**config.mk**
```make
export PLATFORM = sky130hd
export DESIGN_NAME = rca_chunk_sequencer
export DESIGN_NICKNAME = d
export VERILOG_FILES = /design/src/rtl/rca_chunk_sequencer.sv
export SDC_FILE = /design/constraint.sdc
export NUM_CORES = 1
export LEC_CHECK = 0
export CAP_MARGIN = 20
export CORE_UTILIZATION = 30
export DETAILED_ROUTE_END_ITERATION = 12
export GPL_TIMING_DRIVEN = 0
export PLACE_DENSITY_LB_ADDON = 0.05
export SLEW_MARGIN = 30
export SYNTH_ARGS = -nofsm -noshare
export SYNTH_HDL_FRONTEND = slang
export SYNTH_SLANG_ARGS = --single-unit
```
**constraint.sdc**
```tcl
create_clock -name clk -period 11.3 [get_ports clk]
set_input_delay 2.825 -clock clk [delete_from_list [all_inputs] [get_ports clk]]
set_output_delay 2.825 -clock clk [all_outputs]
set_load 0.05 [all_outputs]
```
**src/rtl/rca_chunk_sequencer.sv**
```systemverilog
`default_nettype none
// ============================================================================
// Module      : rca_chunk_sequencer
// Description : W=N*K-bit add/subtract built from one N-bit ripple-carry adder
//               stepped over K chunks, LSB first, with valid/ready handshakes.
// Revision    : 1.0 - initial release
// ============================================================================
module rca_chunk_sequencer #(
  parameter int N = 8,
  parameter int K = 4
) (
  input  logic             clk,
  input  logic             rst_n,
  input  logic             in_valid,
  output logic             in_ready,
  input  logic [N*K-1:0]   A,
  input  logic [N*K-1:0]   B,
  input  logic             Cin,
  input  logic             Sub,
  output logic             out_valid,
  input  logic             out_ready,
  output logic [N*K-1:0]   Sum,
  output logic             Cout,
  output logic             Ovf
);

  localparam int W    = N * K;
  localparam int IDXW = (K > 1) ? $clog2(K) : 1;
  localparam logic [IDXW-1:0] C_LAST = IDXW'(K - 1);

  typedef enum logic [1:0] {
    S_IDLE = 2'd0,
    S_RUN  = 2'd1,
    S_DONE = 2'd2
  } state_t;

  state_t            r_state;
  state_t            w_state_nxt;
  logic [IDXW-1:0]   r_idx;
  logic [W-1:0]      r_a;
  logic [W-1:0]      r_b;
  logic              r_carry;
  logic [W-1:0]      r_sum;
  logic              r_cout;
  logic              r_ovf;

  logic [N-1:0]      w_a_chunks [K];
  logic [N-1:0]      w_b_chunks [K];
  logic [N-1:0]      w_a_sel;
  logic [N-1:0]      w_b_sel;
  logic [N-1:0]      w_s;
  logic [N:0]        w_c;
  logic              w_last;

  generate
    for (genvar j = 0; j < K; j++) begin : g_chunk
      assign w_a_chunks[j] = r_a[j*N +: N];
      assign w_b_chunks[j] = r_b[j*N +: N];
    end
  endgenerate

  assign w_a_sel = w_a_chunks[r_idx];
  assign w_b_sel = w_b_chunks[r_idx];
  assign w_last  = (r_idx == C_LAST);

  // The single shared N-bit full-adder chain.
  assign w_c[0] = r_carry;
  generate
    for (genvar i = 0; i < N; i++) begin : g_fa
      assign w_s[i]   = w_a_sel[i] ^ w_b_sel[i] ^ w_c[i];
      assign w_c[i+1] = (w_a_sel[i] & w_b_sel[i]) | (w_c[i] & (w_a_sel[i] ^ w_b_sel[i]));
    end
  endgenerate

  always_ff @(posedge clk or negedge rst_n) begin
    if (!rst_n) r_state <= S_IDLE;
    else        r_state <= w_state_nxt;
  end

  always_comb begin
    w_state_nxt = r_state;
    case (r_state)
      S_IDLE:  if (in_valid)  w_state_nxt = S_RUN;
      S_RUN:   if (w_last)    w_state_nxt = S_DONE;
      S_DONE:  if (out_ready) w_state_nxt = S_IDLE;
      default:                w_state_nxt = S_IDLE;
    endcase
  end

  // B is stored pre-inverted for subtract so RUN is a plain addition.
  always_ff @(posedge clk or negedge rst_n) begin
    if (!rst_n) begin
      r_idx   <= '0;
      r_a     <= '0;
      r_b     <= '0;
      r_carry <= 1'b0;
      r_sum   <= '0;
      r_cout  <= 1'b0;
      r_ovf   <= 1'b0;
    end else begin
      case (r_state)
        S_IDLE: begin
          if (in_valid) begin
            r_a     <= A;
            r_b     <= Sub ? ~B : B;
            r_carry <= Sub ? 1'b1 : Cin;
            r_idx   <= '0;
          end
        end
        S_RUN: begin
          r_carry <= w_c[N];
          r_idx   <= r_idx + IDXW'(1);
          for (int j = 0; j < K; j++) begin
            if (r_idx == IDXW'(j)) r_sum[j*N +: N] <= w_s;
          end
          if (w_last) begin
            r_idx  <= '0;
            r_cout <= w_c[N];
            r_ovf  <= (r_a[W-1] == r_b[W-1]) & (w_s[N-1] != r_a[W-1]);
          end
        end
        default: ;
      endcase
    end
  end

  assign in_ready  = (r_state == S_IDLE);
  assign out_valid = (r_state == S_DONE);
  assign Sum       = r_sum;
  assign Cout      = r_cout;
  assign Ovf       = r_ovf;

endmodule
`default_nettype wire

```
==> impl_metrics.tcl <==
set metrics [dict create \
    via_count 3366 \
    clock_latency_ns 0.35 \
    grt_pass1_vias 3558 \
    numCtsBuffers 9 \
    final_common_cell "nand2_1" \
    hpwl_um 9200 \
    rsz0062_at_grt "no" \
    cts-root-buf "clkbuf_16" \
    crit_type "register to register" \
    grt_max_degree 64 \
    leakage_nw 2.89 \
    synth_cell_types 25 \
    p_per_area_nw_per_um2 338 \
    worst_slack_ns 5.93 \
    internal-power_mw 1.26 \
    nFillCells 1597 \
    postCtsResizedCells 0 \
    min_period_ns 5.37 \
    core_area_um2 15900 \
    hold_viol 0 \
    synth_area_um2 4890 \
    drt_iter0_drc 146 \
    diodes 0 \
    antenna_found_initial 0 \
    die_w_um 130 \
    crit_path_end_kind "register" \
    critPathLaunchType "register" \
    hold_class "register to register" \
    mostFrequentLayoutCells "138 x nand2_1, 103 x dfrtp_1, 103 x clkdlybuf4s50_1, 32 x xnor2_1, 28 x o21ai_2" \
    regArea_um2 2580 \
    dp_slack_ns 5.88 \
    ioPinCount 106 \
    drv_cap 0 \
    sequentialPowerShare 0.295 \
    clock_sinks 103 \
    vdd_drop_max_mv 0.123 \
    row_count 46 \
    antenna_left 0 \
    final_layout_size_suffix_gt1_frac 0.203 \
    syn_nets 505 \
    die_h_um 130 \
    nets 621 \
    crit_fanout 10 \
    wirelength_um 12400 \
    status "completed" \
    overflow 0 \
    dp_cells 744 \
    cts-htree-levels 3 \
    drt_pass1_iterations 4 \
    stdcell_count 759 \
    r2r_setup_slack_ns 5.93 \
    maxSlewViolCount 0 \
    die_area_um2 16800 \
    cts_setup_buffers 0 \
    ys_seq_area_frac 0.527 \
    hold_buffers 0 \
    area_growth_pct 33.8 \
    fin_util 0.412 \
    avgViaCountPerCell 4.43 \
    total_power_mw 2.21 \
    fin_worst_skew_ns 0.00782 \
    syn_avg_cell_area_um2 11.6 \
    finalSetupTns_ns 0 \
    worst_slew_pin_slew_ns 0.546 \
    period_share 0.475 \
    clk_pin_slew_ns 0.07 \
    switching_share 0.430 \
    worst-endpoint-arrival_ns 5.60 \
    slew-limit-headroom 0.635 \
    crit_path_start "r_idx[0]$_DFFE_PN0P_" \
    clockBufferDepth 2 \
    multi_input_area_um2 2090 \
    cts_tree "yes" \
    crit_required_ns 11.54 \
    fmax_ghz 0.186 \
    r2r-start "r_idx[0]$_DFFE_PN0P_" \
    setup_viol 0 \
    drc 0 \
    ys_warn_count 0 \
    synth-seq-cells 103 \
    portBuffers 104 \
    wl_per_cell_um 16.3 \
    worstHoldStart "r_a[26]$_DFFE_PN0P_" \
    start_util 0.308 \
    p_comb_frac 0.555 \
    pwr-share-clk 0.151 \
    synth_cells 423 \
    grt_pass1_wl_um 20100 \
    grt_use_total 0.163 \
    gp_congestion 0.730 \
    switching_power_uw 950 \
]
[worst max-delay path, cell delays in order (launching register included)]
cell and delay [ns]:
dfrtp_1 0.38, buf_4 0.26, buf_4 0.28, mux4_2 0.58, fa_1 0.41, inv_1 0.08
fa_1 0.16, inv_1 0.07, fa_1 0.38, fa_1 0.39, fa_1 0.43, fa_1 0.44
fa_1 0.41, inv_1 0.09, fa_1 0.50, and3_1 0.23, nor2_1 0.09, o21ai_0 0.07
[state kept, by name, indices dropped and copies added, names as in the netlist]
signal   flops
Cout         1
Ovf          1
Sum         32
r_a         32
r_b         32
r_carry      1
r_idx        2
r_state      2
[cell type report]
type | count | share of cell area
inverter | 11 | 0.00631
sequential | 103 | 0.394
clock inverter | 4 | 0.0107
tap | 216 | 0.0413
clock buffer | 11 | 0.0371
buffer | 24 | 0.0277
timing repair buffer | 105 | 0.163
multi-input combinational | 285 | 0.320
[stage by stage]
step	cell area [µm²]	hold WS, ns
2_1_floorplan	4890	0.440
3_3_place_gp	6200	0.454
3_5_place_dp	6230	0.462
4_1_cts	6550	0.476
5_1_grt	6550	0.504
6_report	6550	0.474
[synth_stat cells]
cell	n	area, µm²
or3b_1	1	8.76
o31ai_1	1	7.51
buf_2	13	65.1
nand3_1	2	10.0
dfrtp_1	103	2580
mux2_2	24	270
ha_1	4	50.1
o21ai_1	5	25.0
nor3b_2	1	12.5
buf_4	2	15.0
o21ai_2	28	245
o211ai_1	1	7.51
xnor2_1	32	280
nand2_1	138	518
mux4_2	16	360
and3_1	1	6.26
nor2_1	2	7.51
nor3_1	1	5.00
nand2b_1	2	12.5
inv_1	11	41.3
nand3b_1	4	30.0
buf_6	9	101
fa_1	8	160
o21ai_0	13	65.1
nand3_2	1	10.0
[power by group through the flow]
stage          clock (mW)  combinational (mW)  sequential (mW)
4_1_cts             0.343                1.26            0.654
5_1_grt             0.356                1.36            0.675
3_5_place_dp            0                1.26            0.662
6_report            0.333                1.23            0.651
3_3_place_gp            0                1.23            0.656
2_1_floorplan           0               0.644            0.840
[final timing paths]
| path | to | depth (start not counted) |
|---|---|---|
| max | Ovf$_DFFE_PN0P_ | 17 |
| min | r_a[26]$_DFFE_PN0P_ | 2 |
| min reg2reg | r_a[26]$_DFFE_PN0P_ | 2 |
| max in group asynchronous | r_a[4]$_DFFE_PN0P_ | 2 |
| max reg2reg | Ovf$_DFFE_PN0P_ | 17 |
| min in group asynchronous | Sum[3]$_DFFE_PN0P_ | 1 |
[per-layer routing]
metal	track usage	vias up	routed length (µm)
li1	-	1627	-
met1	0.211	1657	5740
met2	0.277	72	6070
met3	0.0402	10	475
met4	0.0369	0	112
met5	0	-	0
[cell families (layout without fill, tap and decap cells)]
logic type | after synthesis | after routing | synth area share
flops | 103 | 103 | 0.527
compound gates | 48 | 48 | 0.0716
mux | 40 | 40 | 0.129
xor+xnor | 32 | 32 | 0.0573
buf+inv | 35 | 155 | 0.0455
fa+ha+maj | 12 | 12 | 0.0430
simple gates | 153 | 153 | 0.127
Note: power is estimated with default switching activity, not from simulation.
